**config.mk**
```make
export PLATFORM = sky130hd
export DESIGN_NAME = rf_write_arbiter
export DESIGN_NICKNAME = d
export VERILOG_FILES = /design/src/rtl/rf_write_arbiter_pkg.sv /design/src/rtl/rf_write_arbiter_starve_ctr.sv /design/src/rtl/rf_write_arbiter.sv
export SDC_FILE = /design/constraint.sdc
export NUM_CORES = 1
export LEC_CHECK = 0
export CAP_MARGIN = 20
export CORE_AREA = 2 2 80 82
export DETAILED_ROUTE_END_ITERATION = 8
export DIE_AREA = 0 0 82 84
export HOLD_SLACK_MARGIN = 0.03
export PLACE_DENSITY = 0.9
export SYNTH_ARGS = -nofsm -noshare
export SYNTH_HDL_FRONTEND = slang
export SYNTH_SLANG_ARGS = --single-unit
export TNS_END_PERCENT = 10
```
**constraint.sdc**
```tcl
create_clock -name clock -period 2.5 [get_ports clock]
set_input_delay 0.25 -clock clock [delete_from_list [all_inputs] [get_ports clock]]
set_output_delay 0.25 -clock clock [all_outputs]
set_load 0.01 [all_outputs]
```
**src/rtl/rf_write_arbiter_pkg.sv**
```systemverilog
// rf_write_arbiter_pkg: port indices, rr_last encoding and write-record type shared by the write arbiter.
package rf_write_arbiter_pkg;

    localparam int RF_ARB_P_WB   = 0;
    localparam int RF_ARB_P_FPU  = 1;
    localparam int RF_ARB_P_MEM  = 2;
    localparam int RF_ARB_NPORTS = 3;

    localparam logic [1:0] RF_ARB_RR_FPU = 2'd1;
    localparam logic [1:0] RF_ARB_RR_MEM = 2'd2;
    localparam logic [1:0] RF_ARB_RR_RST = RF_ARB_RR_MEM;

    typedef struct packed {
        logic        floating;
        logic [4:0]  addr;
        logic [31:0] data;
    } rf_wr_t;

endpackage

```
**src/rtl/rf_write_arbiter_starve_ctr.sv**
```systemverilog
// rf_arb_starve_ctr: saturating starvation counter; at_limit is high while the count equals LIMIT.
module rf_arb_starve_ctr #(
    parameter int LIMIT = 8,
    parameter int CNT_W = 8
) (
    input  logic clock,
    input  logic reset,
    input  logic inc,
    input  logic clr,
    output logic at_limit
);

    localparam logic [CNT_W-1:0] LIM = LIMIT[CNT_W-1:0];

    logic [CNT_W-1:0] cnt_q, cnt_d;

    always_comb cnt_d = clr ? '0 : (inc && cnt_q != LIM) ? cnt_q + 1'b1 : cnt_q;

    always_ff @(posedge clock) begin
        if (reset) cnt_q <= '0;
        else       cnt_q <= cnt_d;
    end

    assign at_limit = cnt_q == LIM;

endmodule

```
**src/rtl/rf_write_arbiter.sv**
```systemverilog
// rf_write_arbiter: grants one of WB/FPU/refill per cycle onto the shared register-file write port via a registered stage.
// Define RF_ARB_STARVE_EN to build the starvation guard that lets ports 1/2 preempt port 0.
module rf_write_arbiter
    import rf_write_arbiter_pkg::*;
#(
    parameter int STARVE_LIMIT = 8,
    parameter int CNT_W        = 8
) (
    input  logic        clock,
    input  logic        reset,
    input  logic        p0_valid,
    input  logic [4:0]  p0_addr,
    input  logic        p0_floating,
    input  logic [31:0] p0_data,
    output logic        p0_ready,
    input  logic        p1_valid,
    input  logic [4:0]  p1_addr,
    input  logic        p1_floating,
    input  logic [31:0] p1_data,
    output logic        p1_ready,
    input  logic        p2_valid,
    input  logic [4:0]  p2_addr,
    input  logic        p2_floating,
    input  logic [31:0] p2_data,
    output logic        p2_ready,
    output logic        wen,
    output logic [4:0]  wa,
    output logic [31:0] wd,
    output logic        floatingWB,
    output logic        stall_pipe
);

    logic [RF_ARB_NPORTS-1:0] gnt;
    logic                     pick1, pick2, pair, preempt, xfer;
    logic [1:0]               rr_last_q, rr_last_d;
    logic                     wen_q, wen_d;
    rf_wr_t                   wr_q, wr_d, sel;

    always_comb begin
        pick1 = p1_valid & (~p2_valid | (rr_last_q == RF_ARB_RR_MEM));
        pick2 = p2_valid & ~pick1;
        pair  = p1_valid | p2_valid;
        gnt[RF_ARB_P_WB]  = ~reset & p0_valid & ~(preempt & pair);
        gnt[RF_ARB_P_FPU] = ~reset & pick1 & (~p0_valid | preempt);
        gnt[RF_ARB_P_MEM] = ~reset & pick2 & (~p0_valid | preempt);
    end

    always_comb begin
        sel = gnt[RF_ARB_P_FPU] ? rf_wr_t'{p1_floating, p1_addr, p1_data} :
              gnt[RF_ARB_P_MEM] ? rf_wr_t'{p2_floating, p2_addr, p2_data} :
                                  rf_wr_t'{p0_floating, p0_addr, p0_data};
        xfer = |gnt;
        // integer x0 is hardwired zero: accept the write but never enable it
        wen_d = xfer & (sel.floating | (sel.addr != 5'd0));
        wr_d  = xfer ? sel : wr_q;
        rr_last_d = gnt[RF_ARB_P_FPU] ? RF_ARB_RR_FPU :
                    gnt[RF_ARB_P_MEM] ? RF_ARB_RR_MEM : rr_last_q;
    end

    always_ff @(posedge clock) begin
        if (reset) begin
            wen_q     <= 1'b0;
            wr_q      <= '0;
            rr_last_q <= RF_ARB_RR_RST;
        end else begin
            wen_q     <= wen_d;
            wr_q      <= wr_d;
            rr_last_q <= rr_last_d;
        end
    end

`ifdef RF_ARB_STARVE_EN
    rf_arb_starve_ctr #(
        .LIMIT(STARVE_LIMIT),
        .CNT_W(CNT_W)
    ) u_starve (
        .clock   (clock),
        .reset   (reset),
        .inc     (pair & ~(gnt[RF_ARB_P_FPU] | gnt[RF_ARB_P_MEM])),
        .clr     (~pair | gnt[RF_ARB_P_FPU] | gnt[RF_ARB_P_MEM]),
        .at_limit(preempt)
    );
`else
    logic unused_cfg;
    assign unused_cfg = (STARVE_LIMIT + CNT_W) != 0;
    assign preempt    = 1'b0;
`endif

    assign p0_ready   = gnt[RF_ARB_P_WB];
    assign p1_ready   = gnt[RF_ARB_P_FPU];
    assign p2_ready   = gnt[RF_ARB_P_MEM];
    assign stall_pipe = ~reset & p0_valid & ~gnt[RF_ARB_P_WB];
    assign wen        = wen_q;
    assign wa         = wr_q.addr;
    assign wd         = wr_q.data;
    assign floatingWB = wr_q.floating;

endmodule
```
==> summary.md, run 1 <==
| Metric | Value |
|---|---|
| Crit path kind | in2out |
| Final net count | 566 |
| Final hold violation count | 0 |
| # rows | 29 |
| Initial antenna violation count | 0 |
| Mapped Area | 2160 um2 |
| Area Overhead vs Synth | 82.4% |
| Longest Clk Path Bufs | 2 |
| Cts hold-fix bufs | 0 |
| Syn Inst Count | around 300 |
| Max-slew violations | 0 |
| Worst setup EP type | primary output |
| Area share of the largest cell type after synthesis | 38.1% |
| Unrepaired setup endpoints after global routing | no |
| Detailed Routing Iterations Pass 1 | 6 |
| Crit share post-route | 88.1% |
| # IOs | ~160 |
| Complex-gate fraction of the synthesized area | about 33% |
| Worst-skew pair later-pin latency | 0.29 ns |
| Mux cell area share after synthesis | 0% |
| Minimum clock period after layout | 2.20 ns |
| First-pass GRT wire length | 12,000 um |
| Num CTS Buffers | 5 |
| Status | complete, no violations |
| Vias in the first global route | about 2,700 |
| PD cells | 482 nW/um2 |
| Final Wtd Congestion | 0.832 |
| Largest family of logic cells by synthesized area | compound AO/OA/AOI/OAI gates |
| DIE WIDTH | ~82 um |
| Worst Setup Start Kind | input port |
| Highest net fanout along the worst path | 15 |
| Xor/xnor share of the synthesized area | 0% |
| Yosys reg bits | between 40 and 50 |
| Setup TNS | 0 ns |
| Post-synthesis sequential area ratio | between 30% and 40% |
| Worst EP required | 2.25 ns |
| Largest net degree at the start of global routing | 62 |
| Via/cell ratio | 5.16 |
| Vias | 2,708 |
| Ant diodes | 0 |
| Core area | roughly 6100 um2 |
| Number of cells upsized or downsized after cts | 0 |
| Global route overflow | 0 |
| Clock tree root driver cell | clkbuf_8 |
| Least-Margin Pin Slew | 0.594 ns |
| Slew headroom | 60.0% |
| Max Clock Freq | 454 MHz |
| Post-Synth Adder-Cell Area | 0% |
| Die height | 84 um |
| CTS clk-pin slew, worst paths | 0.08 ns |
| Top cell type by total area after synthesis | dfxtp_1 |
| Clk sink count | 41 |
| Ranking of synthesized cells by area | dfxtp_1 38%, nand2_1 17%, a31o_1 10% |
| Routed Antenna Nets | 0 |
| Syn_nets | ~420 |
| GRT Overall Usage | 21.8% |
| Mean post-synth cell area | 7.26 um2 |
| DRT Wirelength | 7600 um |
| # Post-CTS Setup Buffers | 0 |
| Number of max-cap violations | 0 |
| Setup violators final | 0 |
| Yosys warnings | 0 |
| Starting Density | between 30 and 40% |
| Die ar. | 6890 um2 |
| Hold/Removal Path Class | in2reg |
| # H-tree levels | 2 |
| Peak VDD IR | 0.313 mV |
| Clock Skew | 0.00746 ns |
| Final WS setup | between 0.2 and 0.3 ns |
| Number of buffers added on ports | between 150 and 200 |
| Placement Setup Slack | between 0.2 and 0.3 ns |
| Residual DRC | 0 |
| Leak pwr | 1.50 nW |
| Post-synthesis simple-gate area fraction | 21.9% |
| Final HPWL DP | 5580 um |
| Avg WL per Cell | approximately 14 um |
| Critical Path AT | 1.95 ns |
| 1st-iter DRT viols | 119 |
| Post-synth cell types | 27 |
| Share of post-route cells with drive strength above 1 | 6.47% |
| CTS tree | built |
-- synthesized netlist by cell type --
master,instances
nor2b_1,1
clkbuf_1,16
a31o_2,3
buf_2,4
nand2_1,97
a31o_1,25
inv_2,3
a222oi_1,7
a211oi_1,5
nand3b_1,2
a31oi_1,1
o221a_2,2
a21oi_1,32
and4b_1,1
a311o_1,1
nor3b_2,1
o21ai_0,29
nor2_1,12
inv_1,4
buf_4,4
clkbuf_2,1
and2b_1,1
conb_1,1
nor3_1,1
o211ai_4,1
nand2_2,1
dfxtp_1,41
-- kinds of logic (layout without fill, tap and decap cells) --
family	count (synthesis)	in the layout
flip-flops	41	41
buffers and inverters	32	183
AND/OR/NAND/NOR	117	117
other	1	1
AO/OA/AOI/OAI	106	106
-- cells in the final DEF, fill, tap and decap left out, drive strengths merged --
cell and instances:
clkdlybuf4s50 159, nand2 98, dfxtp 41, a21oi 32
o21ai 29, a31o 28, nor2 12, buf 9
a222oi 7, inv 7, a211oi 5, clkbuf 5
nand3b 2, o221a 2, bufinv 2, nor2b 1
o211ai 1, nor3b 1, and2b 1, a311o 1
and4b 1, a31oi 1, nor3 1, conb 1
clkinv 1
-- report_power, final --
group / internal, mW / switching (mW) / total, mW
clock: 0.397 / 0.232 / 0.629
combinational: 0.327 / 0.205 / 0.533
sequential: 0.705 / 0.0256 / 0.731
-- state kept, by name (all words and copies together), names as in the netlist --
name,flops
rr_last_q,2
wd,32
wa,5
floatingWB,1
wen,1
-- worst paths after layout --
check / slack [ns] / end / from / cells after the start
max: 0.30 / p2_ready / p2_valid / 5
min: 0.29 / rr_last_q[1]$_SDFFE_PP1P_ / reset / 3
max reg2reg: 0.62 / wa[3]$_SDFFE_PP0P_ / rr_last_q[1]$_SDFFE_PP1P_ / 6
min reg2reg: 0.45 / wd[28]$_SDFFE_PP0P_ / wd[28]$_SDFFE_PP0P_ / 2
-- worst max-delay path, cell delays in order --
cell and delay, ns:
clkdlybuf4s50_1 0.54, nor3b_2 0.25, nand2_2 0.08, inv_2 0.23, clkdlybuf4s50_1 0.59
-- stage by stage --
stage / util (%) / area, um2 / std cells / total power, mW / hold WS [ns]
2_1_floorplan: - / 2160 / 297 / 0.948 / 0.370
3_3_place_gp: 62.3 / 3800 / 517 / 1.27 / 0.433
3_5_place_dp: 62.3 / 3800 / 517 / 1.28 / 0.436
4_1_cts: 64.5 / 3930 / 525 / 1.91 / 0.294
5_1_grt: 64.5 / 3930 / 525 / 1.99 / 0.333
6_report: 64.5 / 3930 / 525 / 1.89 / 0.294
-- area by class of cell --
class                      count  area (um2)
clock buffer                   5        68.8
clock inverter                 3        65.1
fill                         534        2160
inverter                       7        26.3
multi-input combinational    224        1200
sequential                    41         821
tap                           77        96.3
timing repair buffer         168        1660
-- layer usage --
metal,up-vias,GRT usage (%),wire [um]
met2,119,38.9,3870
li1,1336,-,-
met1,1237,24.0,2910
met3,16,6.49,644
met5,-,0,0
met4,0,7.12,180
Power figures use the tool's default switching activity.
==> run 2: changes to the inputs <==
--- a/config.mk
+++ b/config.mk
@@ -11,6 +11,7 @@
 export DIE_AREA = 0 0 82 84
 export HOLD_SLACK_MARGIN = 0.03
 export PLACE_DENSITY = 0.9
+export REMOVE_ABC_BUFFERS = 1
 export SYNTH_ARGS = -nofsm -noshare
 export SYNTH_HDL_FRONTEND = slang
 export SYNTH_SLANG_ARGS = --single-unit
==> run 2 against run 1 <==
Effect of this change:
- clock skew up 0.0025 ns
- core utilization down 0.082 points
- power down 11%
- count of clock-buffer cells in the layout unchanged
- sequential share of layout area about the same
- via count up 1.6%
- first-iteration DRC count down 18%
- register-to-register slack better by 0.12 ns
- largest power group unchanged
- sequential cell count unchanged
- die area unchanged
- largest cell class unchanged
==> summary.md, run 2 (same netlist as run 1, synthesis figures left out) <==
| Metric | Value |
|---|---|
| Number of buffers added on ports | 160 (unchanged) |
| Via/cell ratio | 5.19 (+0.59%) |
| Status | complete, no violations |
| Cts hold-fix bufs | 0 (unchanged) |
| Setup violators final | 0 (unchanged) |
| Final HPWL DP | 5910 um (+5.8%) |
| Crit path kind | in2out |
| Hold/Removal Path Class | reg2reg |
| # H-tree levels | 2 (unchanged) |
| Vias in the first global route | 2,691 (+0.52%) |
| # Post-CTS Setup Buffers | 0 (unchanged) |
| Placed Cells | 522 (+0.97%) |
| Number of cells upsized or downsized after cts | 0 (unchanged) |
| CTS tree | built |
| Die ar. | 6890 um2 (unchanged) |
| Final hold violation count | 0 (unchanged) |
| Initial antenna violation count | 0 (unchanged) |
| CP max stage delay | 0.61 ns (+0.02 ns) |
| GRT Overall Usage | 21.1% (-0.67 points) |
| Core area | 6100 um2 (unchanged) |
| Most used cell along the critical path | clkdlybuf4s50_1 |
| # rows | 29 (unchanged) |
| Worst Setup Start Kind | input port |
| Least-Margin Pin Slew | 0.631 ns (+0.0373 ns) |
| Peak VDD IR | 0.250 mV (-20%) |
| Detailed Routing Iterations Pass 1 | 5 (-1) |
| Critical Path AT | 1.98 ns (+0.03 ns) |
| Leak pwr | 1.50 nW (unchanged) |
| Vias | 2,750 (+1.6%) |
| PD cells | 429 nW/um2 (-11%) |
| Worst-skew pair later-pin latency | 0.28 ns (about the same) |
| Clock Skew | 0.00991 ns (+0.00245 ns) |
| Slew headroom | 57.5% (-2.5 points) |
| Max Clock Freq | 449 MHz (-1.1%) |
| Residual DRC | 0 (unchanged) |
| # IOs | 162 (unchanged) |
| Clock tree root driver cell | clkbuf_8 |
| Minimum clock period after layout | 2.23 ns (+0.0252 ns) |
| First-pass GRT wire length | 11,600 um (-3.5%) |
| Avg WL per Cell | 14.2 um (-1.7%) |
| Unrepaired setup endpoints after global routing | no |
| Cell Area, Placed | 3840 um2 (+1.1%) |
| Final net count | 571 (+0.88%) |
| CTS clk-pin slew, worst paths | 0.07 ns (about the same) |
| Ant diodes | 0 (unchanged) |
| Share of post-route cells with drive strength above 1 | 7.28% (+0.81 points) |
| Num CTS Buffers | 5 (unchanged) |
| Crit-path slowest cell | clkdlybuf4s50_1 |
| Most frequent cells in the layout | 160 x clkdlybuf4s50_1, 97 x nand2_1, 41 x dfxtp_1 |
| Worst EP required | 2.25 ns (about the same) |
| Setup TNS | 0 ns (unchanged) |
| Global route overflow | 0 (unchanged) |
| CP Cell Sequence | clkdlybuf4s50_1 > nor3b_2 > nand2_2 > inv_2 > clkdlybuf4s50_1 |
| Area Overhead vs Synth | 82.1% |
| Clk sink count | 41 (unchanged) |
| Largest net degree at the start of global routing | 41 (-34%) |
| Longest Clk Path Bufs | 2 (unchanged) |
| DRT Wirelength | 7550 um (-0.72%) |
| Max-slew violations | 0 (unchanged) |
| Number of max-cap violations | 0 (unchanged) |
| Highest net fanout along the worst path | 13 (-2) |
| Die height | 84 um (unchanged) |
| Routed Antenna Nets | 0 (unchanged) |
| Starting Density | 35.4% (unchanged) |
| Worst setup EP type | primary output |
| Final Wtd Congestion | 0.769 (-7.5%) |
| Crit share post-route | 89.1% (+1.0 points) |
| Non-Filler Instances | 530 (+0.95%) |
| Largest register FFs | 32 (unchanged) |
| DIE WIDTH | 82 um (unchanged) |
| 1st-iter DRT viols | 98 (-18%) |
| Final std cell area, no fill | 3930 um2 (-0.13%) |
| Commonest non-fill, non-tap cell in the layout | clkdlybuf4s50_1 |
-- run 2: cell type report --
cell class	count	area (um2)
Clock buffer	5	68.8
Inverter	7	26.3
Fill cell	524	2170
Multi-Input combinational cell	224	1200
Clock inverter	3	17.5
Sequential cell	41	821
Timing Repair Buffer	173	1700
Tap cell	77	96.3
-- run 2: worst paths after layout --
kind / start / end / slack (ns) / depth (start not counted)
worst max-delay path: reset / p2_ready / 0.27 / 5
worst min-delay path: wd[0]$_SDFFE_PP0P_ / wd[0]$_SDFFE_PP0P_ / 0.45 / 2
worst max register to register: rr_last_q[1]$_SDFFE_PP1P_ / wen$_SDFF_PP0_ / 0.74 / 6
worst min register to register: wd[0]$_SDFFE_PP0P_ / wd[0]$_SDFFE_PP0P_ / 0.45 / 2
-- run 2: report_power, final --
part / switching, mW / leakage (nW) / internal, mW
logic: 0.208 / 1.12 / 0.333
clock network: 0.216 / 0.0439 / 0.193
registers: 0.0275 / 0.339 / 0.705
-- run 2: worst max-delay path, delay by kind of cell --
kind,cells,cell delay [ns]
and+or+nand+nor,2,0.37
buffers and inverters,3,1.35
-- run 2: metal layers --
metal / GRT usage [%] / vias up / part of all wire, % / wire length, um
li1: - / 1343 / - / -
met3: 7.03 / 12 / 11 / 829
met1: 22.4 / 1264 / 37 / 2790
met2: 38.6 / 131 / 51 / 3810
met4: 6.06 / 0 / 1.5 / 110
met5: 0 / - / 0 / 0
-- run 2: through the flow --
| stage | total power, mW | hold WS, ns | util (%) | setup slack, ns |
|---|---|---|---|---|
| detailed placement | 1.29 | 0.445 | 63.0 | 0.161 |
| finish | 1.68 | 0.453 | 64.4 | 0.273 |
| CTS | 1.70 | 0.455 | 64.4 | 0.260 |
| global placement | 1.27 | 0.432 | 63.0 | 0.209 |
| floorplan | 0.929 | 0.319 | - | 0.220 |
| global route | 1.78 | 0.476 | 64.4 | 0.183 |
==> run 3: changes to the inputs <==
--- a/config.mk
+++ b/config.mk
@@ -6,12 +6,13 @@
 export NUM_CORES = 1
 export LEC_CHECK = 0
 export CAP_MARGIN = 20
-export CORE_AREA = 2 2 80 82
+export CORE_AREA = 2 2 68 96
 export DETAILED_ROUTE_END_ITERATION = 8
-export DIE_AREA = 0 0 82 84
+export DIE_AREA = 0 0 70 98
 export HOLD_SLACK_MARGIN = 0.03
 export PLACE_DENSITY = 0.9
 export REMOVE_ABC_BUFFERS = 1
+export SLEW_MARGIN = 20
 export SYNTH_ARGS = -nofsm -noshare
 export SYNTH_HDL_FRONTEND = slang
 export SYNTH_SLANG_ARGS = --single-unit
==> run 3 against run 2 <==
Effect of this change:
- critical path depth did not move
- die area fell by 0.41%
- clock skew fell by 0.0019 ns
- combinational power rose by 0.7%
- worst setup slack got worse by 0.045 ns
- sequential power barely moved
- sequential share of layout area barely moved
- cell count fell by 1.3%
==> summary.md, run 3 (same netlist as run 1, synthesis figures left out) <==
| Metric | Value |
|---|---|
| Int Pwr | 1.29 mW (+4.7%) |
| Crit share post-route | 90.9% (+1.8 points) |
| Unrepaired setup endpoints after global routing | no |
| Hold path depth | 2 (unchanged) |
| Worst Hold End | wd[27]$_SDFFE_PP0P_ |
| Worst EP required | 2.25 ns (about the same) |
| Clock Skew | 0.00803 ns (-0.00189 ns) |
| Die ar. | 6860 um2 (-0.41%) |
| Clk pwr share | 26.9% (+2.6 points) |
| Reg2Reg Setup Slack | 0.72 ns (-0.02 ns) |
| PD cells | 444 nW/um2 (+3.7%) |
| Clk sink count | 41 (unchanged) |
| Largest register FFs | 32 (unchanged) |
| CTS clk-pin slew, worst paths | 0.08 ns (about the same) |
| Vias | 2,747 (-0.11%) |
| Crit path kind | in2out |
| Num CTS Buffers | 5 (unchanged) |
| Longest Clk Path Bufs | 2 (unchanged) |
| Status | complete, no violations |
| Share of post-route cells with drive strength above 1 | 6.87% (-0.41 points) |
| Minimum clock period after layout | 2.27 ns (+0.0450 ns) |
| Final net count | 569 (-0.35%) |
| Least-Margin Pin Slew | 0.557 ns (-0.0737 ns) |
| Die height | 98 um (+17%) |
| Cts hold-fix bufs | 0 (unchanged) |
| Leak pwr | 1.51 nW (+0.35%) |
| Number of cells upsized or downsized after cts | 0 (unchanged) |
| Reg2reg path depth | 6 (unchanged) |
| Max-slew violations | 0 (unchanged) |
| Residual DRC | 0 (unchanged) |
| # fillers | 532 (+1.5%) |
| Setup violators final | 0 (unchanged) |
| Share of power burned in registers | 41.9% (-1.7 points) |
| Highest net fanout along the worst path | 7 (-6) |
| Worst setup EP type | primary output |
| Register area | 821 um2 (unchanged) |
| # IOs | 162 (unchanged) |
| Core area | 6040 um2 (-0.90%) |
| Commonest non-fill, non-tap cell in the layout | clkdlybuf4s50_1 |
| Clock tree root driver cell | clkbuf_8 |
| Number of max-cap violations | 0 (unchanged) |
| Final Wtd Congestion | 0.780 (+1.4%) |
| Critical Path AT | 2.02 ns (+0.04 ns) |
| Final std cell area, no fill | 3930 um2 (+0.16%) |
| Worst Min Path Start | wd[27]$_SDFFE_PP0P_ |
| Routed Antenna Nets | 0 (unchanged) |
| Starting Density | 35.7% (+0.32 points) |
| Hold/Removal Path Class | reg2reg |
| Number of buffers added on ports | 160 (unchanged) |
| Comb power frac | 31.2% (-1.0 points) |
| # H-tree levels | 2 (unchanged) |
| Final hold violation count | 0 (unchanged) |
| # rows | 34 (+17%) |
| Worst Setup Start Kind | input port |
| Cell Area, Placed | 3830 um2 (-0.23%) |
| RR Endpoint | wa[3]$_SDFFE_PP0P_ |
| Ant diodes | 0 (unchanged) |
| GRT Overall Usage | 21.8% (+0.66 points) |
| DRT Wirelength | 7780 um (+3.1%) |
| # Post-CTS Setup Buffers | 0 (unchanged) |
| Initial antenna violation count | 0 (unchanged) |
| Most frequent cells in the layout | 160 x clkdlybuf4s50_1, 97 x nand2_1, 41 x dfxtp_1 |
| Global route overflow | 0 (unchanged) |
| CTS tree | built |
| Detailed Routing Iterations Pass 1 | 6 (+1) |
| Vias in the first global route | 2,712 (+0.78%) |
| Max Clock Freq | 440 MHz (-2.0%) |
| DIE WIDTH | 70 um (-15%) |
| First-pass GRT wire length | 12,200 um (+5.4%) |
| Worst-skew pair later-pin latency | 0.29 ns (about the same) |
| Peak VDD IR | 0.308 mV (+23%) |
| Avg WL per Cell | 14.9 um (+4.4%) |
| Slew headroom | 62.5% (+5.0 points) |
| Footprint of the multi-input gates | 1200 um2 (unchanged) |
| Largest net degree at the start of global routing | 62 (+51%) |
| Final HPWL DP | 5980 um (+1.3%) |
| 1st-iter DRT viols | 136 (+39%) |
| Setup TNS | 0 ns (unchanged) |
| Area Overhead vs Synth | 82.4% |
| Via/cell ratio | 5.25 (+1.2%) |
| NetSw | 458 uW (+1.5%) |
| Switching Share | 26.2% (-0.61 points) |
| R2r startpoint | rr_last_q[1]$_SDFFE_PP1P_ |
[run 3: worst max-delay path by stage]
stage	startpoint	endpoint	slack, ns	cells after the start
2_1_floorplan	rr_last_q[1]$_SDFFE_PP1P_	wen$_SDFF_PP0_	0.22	6
5_1_grt	p2_valid	p2_ready	0.17	5
4_1_cts	p2_valid	p2_ready	0.24	5
6_report	p2_valid	p2_ready	0.23	5
3_3_place_gp	p2_valid	p2_ready	0.30	5
3_5_place_dp	reset	wen$_SDFF_PP0_	0.16	7
[run 3: layer usage]
layer / vias up / routed length (um) / global-route usage [%]
met4: 0 / 232 / 8.58
li1: 1338 / - / -
met5: - / 0 / 0
met1: 1273 / 2910 / 22.8
met3: 21 / 388 / 4.64
met2: 115 / 4250 / 41.5
[run 3: cell type report]
type | count | share of cell area [%]
clock buffers | 7 | 2.45
clock inverters | 1 | 0.127
inverters | 7 | 0.668
multi-input cells | 224 | 30.4
flip-flops and latches | 41 | 20.9
well taps | 72 | 2.29
repair buffers | 171 | 43.1
[run 3: power by group through the flow]
stage	Combinational [mW]	Clock (mW)	Sequential, mW
2_1_floorplan	0.161	0	0.768
4_1_cts	0.548	0.485	0.732
3_3_place_gp	0.533	0	0.744
5_1_grt	0.584	0.513	0.739
3_5_place_dp	0.545	0	0.747
6_report	0.545	0.471	0.732
[run 3: stage by stage]
stage               util [%]  std cells  total power, mW  hold slack (ns)  setup WS, ns
floorplan                  -        272            0.929            0.319         0.220
global placement        63.4        515             1.28            0.431         0.300
detailed placement      63.4        515             1.29            0.445         0.162
CTS                     65.1        523             1.76            0.456         0.238
global route            65.1        523             1.84            0.476         0.174
finish                  65.1        523             1.75            0.452         0.228
[run 3: critical path, stage by stage]
cell,delay (ns)
clkdlybuf4s50_1,0.54
nor3b_2,0.37
nand2_2,0.14
inv_2,0.15
clkdlybuf4s50_1,0.56
